--- config.mk ---
export PLATFORM = sky130hd
export DESIGN_NAME = cond_exec_stage_flat
export DESIGN_NICKNAME = d
export VERILOG_FILES = /design/src/rtl/cond_exec_if.sv /design/src/rtl/cond_exec_stage.sv /design/src/flat_wrapper.sv
export SDC_FILE = /design/constraint.sdc
export NUM_CORES = 1
export LEC_CHECK = 0
export ABC_AREA = 1
export BUFFER_PORTS_ARGS = -buffer_cell sky130_fd_sc_hd__buf_4
export CELL_PAD_IN_SITES_DETAIL_PLACEMENT = 1
export CELL_PAD_IN_SITES_GLOBAL_PLACEMENT = 2
export CORE_MARGIN = 4
export CORE_UTILIZATION = 23
export DETAILED_ROUTE_END_ITERATION = 16
export PLACE_DENSITY = 0.8
export SETUP_SLACK_MARGIN = 0.4
export SLEW_MARGIN = 10
export SYNTH_ARGS = -nofsm -noshare
export SYNTH_HDL_FRONTEND = slang
export SYNTH_SLANG_ARGS = --single-unit
--- constraint.sdc ---
create_clock -name clk -period 2.7 [get_ports clk]
set_input_delay 0.135 -clock clk [delete_from_list [all_inputs] [get_ports clk]]
set_output_delay 0.135 -clock clk [all_outputs]
set_load 0.01 [all_outputs]
--- src/rtl/cond_exec_if.sv ---
// -----------------------------------------------------------------------------
// cond_exec_if
// Bundle of the Execute-stage signals around cond_exec_stage.
//   master : pipeline side. It drives the D/E-register controls, the E-stage
//            datapath values and FlushM. It observes the condition result,
//            the flags and the M-stage register.
//   slave  : cond_exec_stage itself.
// E-side : FlushM, PCSrcE, RegWriteE, MemtoRegE, MemWriteE, BranchE,
//          FlagWriteE[1:0], CondE[3:0], RdE[3:0], ALUFlagsE[3:0],
//          ALUResultE/WriteDataE[WIDTH-1:0]
// Results: CondExE, BranchTakenE, FlagsE[3:0]
// M-side : PCSrcM, RegWriteM, MemtoRegM, MemWriteM, RdM[3:0],
//          ALUResultM/WriteDataM[WIDTH-1:0]
// -----------------------------------------------------------------------------
interface cond_exec_if #(
    parameter int WIDTH = 32
);
    logic             FlushM;
    logic             PCSrcE;
    logic             RegWriteE;
    logic             MemtoRegE;
    logic             MemWriteE;
    logic             BranchE;
    logic [1:0]       FlagWriteE;
    logic [3:0]       CondE;
    logic [3:0]       RdE;
    logic [3:0]       ALUFlagsE;
    logic [WIDTH-1:0] ALUResultE;
    logic [WIDTH-1:0] WriteDataE;

    logic             CondExE;
    logic             BranchTakenE;
    logic [3:0]       FlagsE;

    logic             PCSrcM;
    logic             RegWriteM;
    logic             MemtoRegM;
    logic             MemWriteM;
    logic [3:0]       RdM;
    logic [WIDTH-1:0] ALUResultM;
    logic [WIDTH-1:0] WriteDataM;

    modport master (
        output FlushM, PCSrcE, RegWriteE, MemtoRegE, MemWriteE, BranchE,
               FlagWriteE, CondE, RdE, ALUFlagsE, ALUResultE, WriteDataE,
        input  CondExE, BranchTakenE, FlagsE,
               PCSrcM, RegWriteM, MemtoRegM, MemWriteM, RdM,
               ALUResultM, WriteDataM
    );

    modport slave (
        input  FlushM, PCSrcE, RegWriteE, MemtoRegE, MemWriteE, BranchE,
               FlagWriteE, CondE, RdE, ALUFlagsE, ALUResultE, WriteDataE,
        output CondExE, BranchTakenE, FlagsE,
               PCSrcM, RegWriteM, MemtoRegM, MemWriteM, RdM,
               ALUResultM, WriteDataM
    );
endinterface

--- src/rtl/cond_exec_stage.sv ---
// -----------------------------------------------------------------------------
// cond_exec_stage
// Execute stage of the ARM pipeline. The block:
//   - holds the architectural NZCV flag register
//   - evaluates CondE against that register
//   - squashes PCSrc, RegWrite, MemWrite and FlagWrite when the condition fails
//   - registers the surviving controls and the datapath values into M
// Ports:
//   clk   : clock
//   reset : asynchronous reset, active-high
//   bus   : cond_exec_if.slave. It carries the E inputs, CondExE,
//           BranchTakenE, FlagsE and the M-stage register outputs.
// -----------------------------------------------------------------------------
module cond_exec_stage #(
    parameter int WIDTH = 32
) (
    input  logic        clk,
    input  logic        reset,
    cond_exec_if.slave  bus
);
    logic [3:0]       r_flags;        // {N,Z,C,V}
    logic             r_pcsrc_m;
    logic             r_regwrite_m;
    logic             r_memtoreg_m;
    logic             r_memwrite_m;
    logic [3:0]       r_rd_m;
    logic [WIDTH-1:0] r_aluresult_m;
    logic [WIDTH-1:0] r_writedata_m;

    logic w_n, w_z, w_c, w_v;
    logic w_cond_ex;
    logic w_wr_nz, w_wr_cv;
    logic w_keep_ctl;

    assign {w_n, w_z, w_c, w_v} = r_flags;

    // The condition uses the registered flags only. An instruction's own
    // ALUFlagsE therefore never feeds back into its own condition.
    always_comb begin
        w_cond_ex = 1'b0;
        case (bus.CondE)
            4'b0000: w_cond_ex = w_z;
            4'b0001: w_cond_ex = ~w_z;
            4'b0010: w_cond_ex = w_c;
            4'b0011: w_cond_ex = ~w_c;
            4'b0100: w_cond_ex = w_n;
            4'b0101: w_cond_ex = ~w_n;
            4'b0110: w_cond_ex = w_v;
            4'b0111: w_cond_ex = ~w_v;
            4'b1000: w_cond_ex = w_c & ~w_z;
            4'b1001: w_cond_ex = ~w_c | w_z;
            4'b1010: w_cond_ex = (w_n == w_v);
            4'b1011: w_cond_ex = (w_n != w_v);
            4'b1100: w_cond_ex = ~w_z & (w_n == w_v);
            4'b1101: w_cond_ex = w_z | (w_n != w_v);
            default: w_cond_ex = 1'b1;  // AL, and 1111 treated as always
        endcase
    end

    assign w_wr_nz    = bus.FlagWriteE[1] & w_cond_ex;
    assign w_wr_cv    = bus.FlagWriteE[0] & w_cond_ex;
    assign w_keep_ctl = ~bus.FlushM;

    // The two flag halves update independently. FlushM does not affect them.
    always_ff @(posedge clk or posedge reset) begin
        if (reset) begin
            r_flags <= 4'b0000;
        end else begin
            if (w_wr_nz) r_flags[3:2] <= bus.ALUFlagsE[3:2];
            if (w_wr_cv) r_flags[1:0] <= bus.ALUFlagsE[1:0];
        end
    end

    // The M register loads every cycle. FlushM clears only the controls;
    // Rd and the data words still load.
    always_ff @(posedge clk or posedge reset) begin
        if (reset) begin
            r_pcsrc_m     <= 1'b0;
            r_regwrite_m  <= 1'b0;
            r_memtoreg_m  <= 1'b0;
            r_memwrite_m  <= 1'b0;
            r_rd_m        <= '0;
            r_aluresult_m <= '0;
            r_writedata_m <= '0;
        end else begin
            r_pcsrc_m     <= w_keep_ctl & bus.PCSrcE & w_cond_ex;
            r_regwrite_m  <= w_keep_ctl & bus.RegWriteE & w_cond_ex;
            r_memtoreg_m  <= w_keep_ctl & bus.MemtoRegE;
            r_memwrite_m  <= w_keep_ctl & bus.MemWriteE & w_cond_ex;
            r_rd_m        <= bus.RdE;
            r_aluresult_m <= bus.ALUResultE;
            r_writedata_m <= bus.WriteDataE;
        end
    end

    assign bus.CondExE      = w_cond_ex;
    assign bus.BranchTakenE = bus.BranchE & w_cond_ex;
    assign bus.FlagsE       = r_flags;
    assign bus.PCSrcM       = r_pcsrc_m;
    assign bus.RegWriteM    = r_regwrite_m;
    assign bus.MemtoRegM    = r_memtoreg_m;
    assign bus.MemWriteM    = r_memwrite_m;
    assign bus.RdM          = r_rd_m;
    assign bus.ALUResultM   = r_aluresult_m;
    assign bus.WriteDataM   = r_writedata_m;
endmodule

--- src/flat_wrapper.sv ---
// flat-port wrapper written by rule: the top's interface ports become plain ports
module cond_exec_stage_flat 
#(
    parameter int WIDTH = 32
)
  (clk, reset, bus_FlushM, bus_PCSrcE, bus_RegWriteE, bus_MemtoRegE, bus_MemWriteE, bus_BranchE, bus_FlagWriteE, bus_CondE, bus_RdE, bus_ALUFlagsE, bus_ALUResultE, bus_WriteDataE, bus_CondExE, bus_BranchTakenE, bus_FlagsE, bus_PCSrcM, bus_RegWriteM, bus_MemtoRegM, bus_MemWriteM, bus_RdM, bus_ALUResultM, bus_WriteDataM);
  cond_exec_if #(.WIDTH(WIDTH)) bus_i ();
  input  logic clk;
  input  logic reset;
  input wire logic [$bits(bus_i.FlushM)-1:0] bus_FlushM;
  input wire logic [$bits(bus_i.PCSrcE)-1:0] bus_PCSrcE;
  input wire logic [$bits(bus_i.RegWriteE)-1:0] bus_RegWriteE;
  input wire logic [$bits(bus_i.MemtoRegE)-1:0] bus_MemtoRegE;
  input wire logic [$bits(bus_i.MemWriteE)-1:0] bus_MemWriteE;
  input wire logic [$bits(bus_i.BranchE)-1:0] bus_BranchE;
  input wire logic [$bits(bus_i.FlagWriteE)-1:0] bus_FlagWriteE;
  input wire logic [$bits(bus_i.CondE)-1:0] bus_CondE;
  input wire logic [$bits(bus_i.RdE)-1:0] bus_RdE;
  input wire logic [$bits(bus_i.ALUFlagsE)-1:0] bus_ALUFlagsE;
  input wire logic [$bits(bus_i.ALUResultE)-1:0] bus_ALUResultE;
  input wire logic [$bits(bus_i.WriteDataE)-1:0] bus_WriteDataE;
  output wire logic [$bits(bus_i.CondExE)-1:0] bus_CondExE;
  output wire logic [$bits(bus_i.BranchTakenE)-1:0] bus_BranchTakenE;
  output wire logic [$bits(bus_i.FlagsE)-1:0] bus_FlagsE;
  output wire logic [$bits(bus_i.PCSrcM)-1:0] bus_PCSrcM;
  output wire logic [$bits(bus_i.RegWriteM)-1:0] bus_RegWriteM;
  output wire logic [$bits(bus_i.MemtoRegM)-1:0] bus_MemtoRegM;
  output wire logic [$bits(bus_i.MemWriteM)-1:0] bus_MemWriteM;
  output wire logic [$bits(bus_i.RdM)-1:0] bus_RdM;
  output wire logic [$bits(bus_i.ALUResultM)-1:0] bus_ALUResultM;
  output wire logic [$bits(bus_i.WriteDataM)-1:0] bus_WriteDataM;
  assign bus_i.FlushM = bus_FlushM;
  assign bus_i.PCSrcE = bus_PCSrcE;
  assign bus_i.RegWriteE = bus_RegWriteE;
  assign bus_i.MemtoRegE = bus_MemtoRegE;
  assign bus_i.MemWriteE = bus_MemWriteE;
  assign bus_i.BranchE = bus_BranchE;
  assign bus_i.FlagWriteE = bus_FlagWriteE;
  assign bus_i.CondE = bus_CondE;
  assign bus_i.RdE = bus_RdE;
  assign bus_i.ALUFlagsE = bus_ALUFlagsE;
  assign bus_i.ALUResultE = bus_ALUResultE;
  assign bus_i.WriteDataE = bus_WriteDataE;
  assign bus_CondExE = bus_i.CondExE;
  assign bus_BranchTakenE = bus_i.BranchTakenE;
  assign bus_FlagsE = bus_i.FlagsE;
  assign bus_PCSrcM = bus_i.PCSrcM;
  assign bus_RegWriteM = bus_i.RegWriteM;
  assign bus_MemtoRegM = bus_i.MemtoRegM;
  assign bus_MemWriteM = bus_i.MemWriteM;
  assign bus_RdM = bus_i.RdM;
  assign bus_ALUResultM = bus_i.ALUResultM;
  assign bus_WriteDataM = bus_i.WriteDataM;
  cond_exec_stage #(.WIDTH(WIDTH)) u_core (.clk(clk), .reset(reset), .bus(bus_i));
endmodule
==> results.md <==
- Status: complete, no violations
- First-pass GRT wire length: 14100 um
- Die ar.: 11300 um^2
- YS warnings: 0
- 1st-pass router iterations: 4
- Startpoint Class: flip-flop
- Number of global-route vias before repair: 2555
- Post-DRT Antenna Nets: 0
- Root buffer selected by CTS: clkbuf_8
- Via count: 2089
- Largest net degree at the start of global routing: 64
- Hold Path Class: input port to asynchronous set/reset pin
- Fillers: 981
- Area post-placement: 3620 um^2
- Worst Max-Slew Pin Slew: 1.08 ns
- WS Path Type: flip-flop to output pin
- Crit. End Element: output pin
- Max Slew Vio Count: 0
- Avg Cell Area, Syn: 14.6 um^2
- Combinational share of power: 19.5%
- Via density: 3.93
- P&R area growth vs syn: 104%
- Post-CTS Resized: 0
- Peak supply drop: 0.000386 V
- Height of the die: 106 um
- Initial antenna violation count: 0
- Initial Util: 23.8%
- DRC: 0
- Min Tclk post-route: 1.79 ns
- CTS tree: yes
- Number of buffers added on ports: 163
- Share of cells above drive strength 1: 46.7%
- Clock power frac: 34.2%
- Design area: 4540 um^2
- Final hold vios: 0
- Post-synth cell types: 11
- Register area share after synthesis: 85.5%
- Critical Path AT: 1.66 ns
- Cell Area, Synth: 2220 um^2
- Placed cells: 445
- Total gr overflow: 0
- Pleak: 2.30 nW
- Net Sw Power: 0.773 mW
- Max cap viols: 0
- Tot Pwr: 2.74 mW
- Total CTS buffers: 9
- DR iter-0 viols: 37
- Fin nets: 484
- Pint: 1.96 mW
- Post-synthesis cell count: 152
- Critical Path RT: 2.57 ns
- Top-area cell type share of the netlist area: 85.5%
- DP HPWL: 5820 um
- CP max FO: 8
- WHS: 0.0154 ns
- Setup TNS: 0 ns
- CTS clock-pin slew for the worst setup and hold paths: 0.09 ns
- Period utilization: 66.4%
- Final GP Congestion: 0.757
- Antenna Cells: 0
- Setup ws final: 0.906 ns
- Die X-Extent: 106 um
- Ports: 164
- Setup violators final: 0
- Final setup skew: 0.000258 ns
- Final Non-Filler Cells: 532
- DR WL/cell: 16.5 um
- Fin util: 48.7%
- # rows: 35
- Fmax: 557 MHz
- Flop pwr share: 46.3%
- Latest clock arrival within the worst-skew pair: 0.35 ns
- Largest area contributor in the netlist: dfrtp_1
- Yosys reg bits: 76
- Clk sinks: 76
- Sw Share: 28.3%
- Worst-case clock buffer depth: 2
- Pre-CTS WS: 1.27 ns
- Cell Pwr Density: 602 nW/um^2
- Routed wire length: 8780 um
- Slew HR: 27.9%
- RSZ-0062 raised after global routing: no
- Syn nets: 238
- Core Region: 9330 um^2
- H-tree depth: 3
- GRT Overall Usage: 16.5%
- Synth top area cells: dfrtp_1 (86%), nand2_1 (5.1%), nand3_1 (2.5%)
## registers in the layout (all words and copies together), names as in the netlist
name                   count
u_core.bus.WriteDataM     32
u_core.bus.FlagsE          4
u_core.bus.MemWriteM       1
u_core.bus.RegWriteM       1
u_core.bus.RdM             4
u_core.bus.PCSrcM          1
u_core.bus.ALUResultM     32
u_core.bus.MemtoRegM       1
## power groups by stage
stage	Clock (mW)	Combinational (mW)	Sequential (mW)
2_1_floorplan	0	0.132	1.32
3_3_place_gp	0	0.451	1.28
3_5_place_dp	0	0.455	1.29
4_1_cts	0.957	0.539	1.26
5_1_grt	1.02	0.592	1.28
6_report	0.935	0.535	1.27
## worst max-delay path: stages (launching register included)
cell and delay, ns:
dfrtp_1 0.44, inv_1 0.07, nand2_1 0.08, nand2_1 0.06
nand2_1 0.05, nand3_1 0.06, nand2_1 0.06, nor2_2 0.12
nand2_4 0.10, inv_2 0.09, nor2_1 0.04, buf_4 0.13
## final timing paths
kind | start | endpoint | slack, ns | cells past startpoint
worst max register to register | u_core.bus.FlagsE[3] | u_core.bus.FlagsE[3] | 1.40 | 9
min in group clk | bus_ALUFlagsE[2] | u_core.bus.FlagsE[2] | 0.02 | 3
max in group asynchronous | reset | u_core.bus.WriteDataM[4] | 1.90 | 3
worst min-delay path | reset | u_core.bus.ALUResultM[27] | 0.02 | 2
worst max-delay path | u_core.bus.FlagsE[3] | bus_BranchTakenE | 0.91 | 11
worst min register to register | u_core.bus.FlagsE[1] | u_core.bus.FlagsE[1] | 0.54 | 2
## cell families after synthesis
family                 after synthesis  share of synthesized area (%)
buffers and inverters               14                           2.36
and+or+nand+nor                     58                           11.2
DFF                                 76                           85.5
AOI/OAI and AO/OA                    4                          0.900
## area by class of cell
class                   instances  area, um^2  area share, %
clock buffers                   9         124           2.73
clock inverters                 7        91.3           2.01
inverters                      14        53.8           1.18
multi-input cells              62         269           5.92
flip-flops and latches         76        1900           41.9
well taps                     129         161           3.55
repair buffers                235        1940           42.7
## synth_stat cells (all sizes together)
library cell,instances
a21oi,4
nand3,11
dfrtp,76
nand2,33
inv,13
clkinv,1
nor2,14
## layer usage
layer | routed length, um | GRT usage, % | vias up
met5 | 0 | 0 | -
met4 | 127 | 3.98 | 0
met3 | 805 | 7.59 | 12
met2 | 4840 | 30.5 | 96
met1 | 3000 | 16.7 | 1023
li1 | - | - | 958
## placed cells by master (no fill, tap or decap)
master,n
buf_4,164
dfrtp_1,76
dlygate4sd3_1,71
nand2_1,30
nor2_1,12
nand3_1,11
inv_1,10
clkbuf_8,9
a21oi_1,4
inv_6,3
inv_2,2
nor2_2,2
nand2_2,2
clkinv_1,1
nand2_4,1
clkinv_2,1
bufinv_16,1
clkinvlp_4,1
clkinv_8,1
inv_8,1
## repair_timing
item	in CTS	in global routing
buffers inserted	0	0
setup endpoints to repair	0	0
hold buffers	71	0
endpoints found under the hold margin	70	0
No activity file was read; power rests on OpenSTA's default activity.
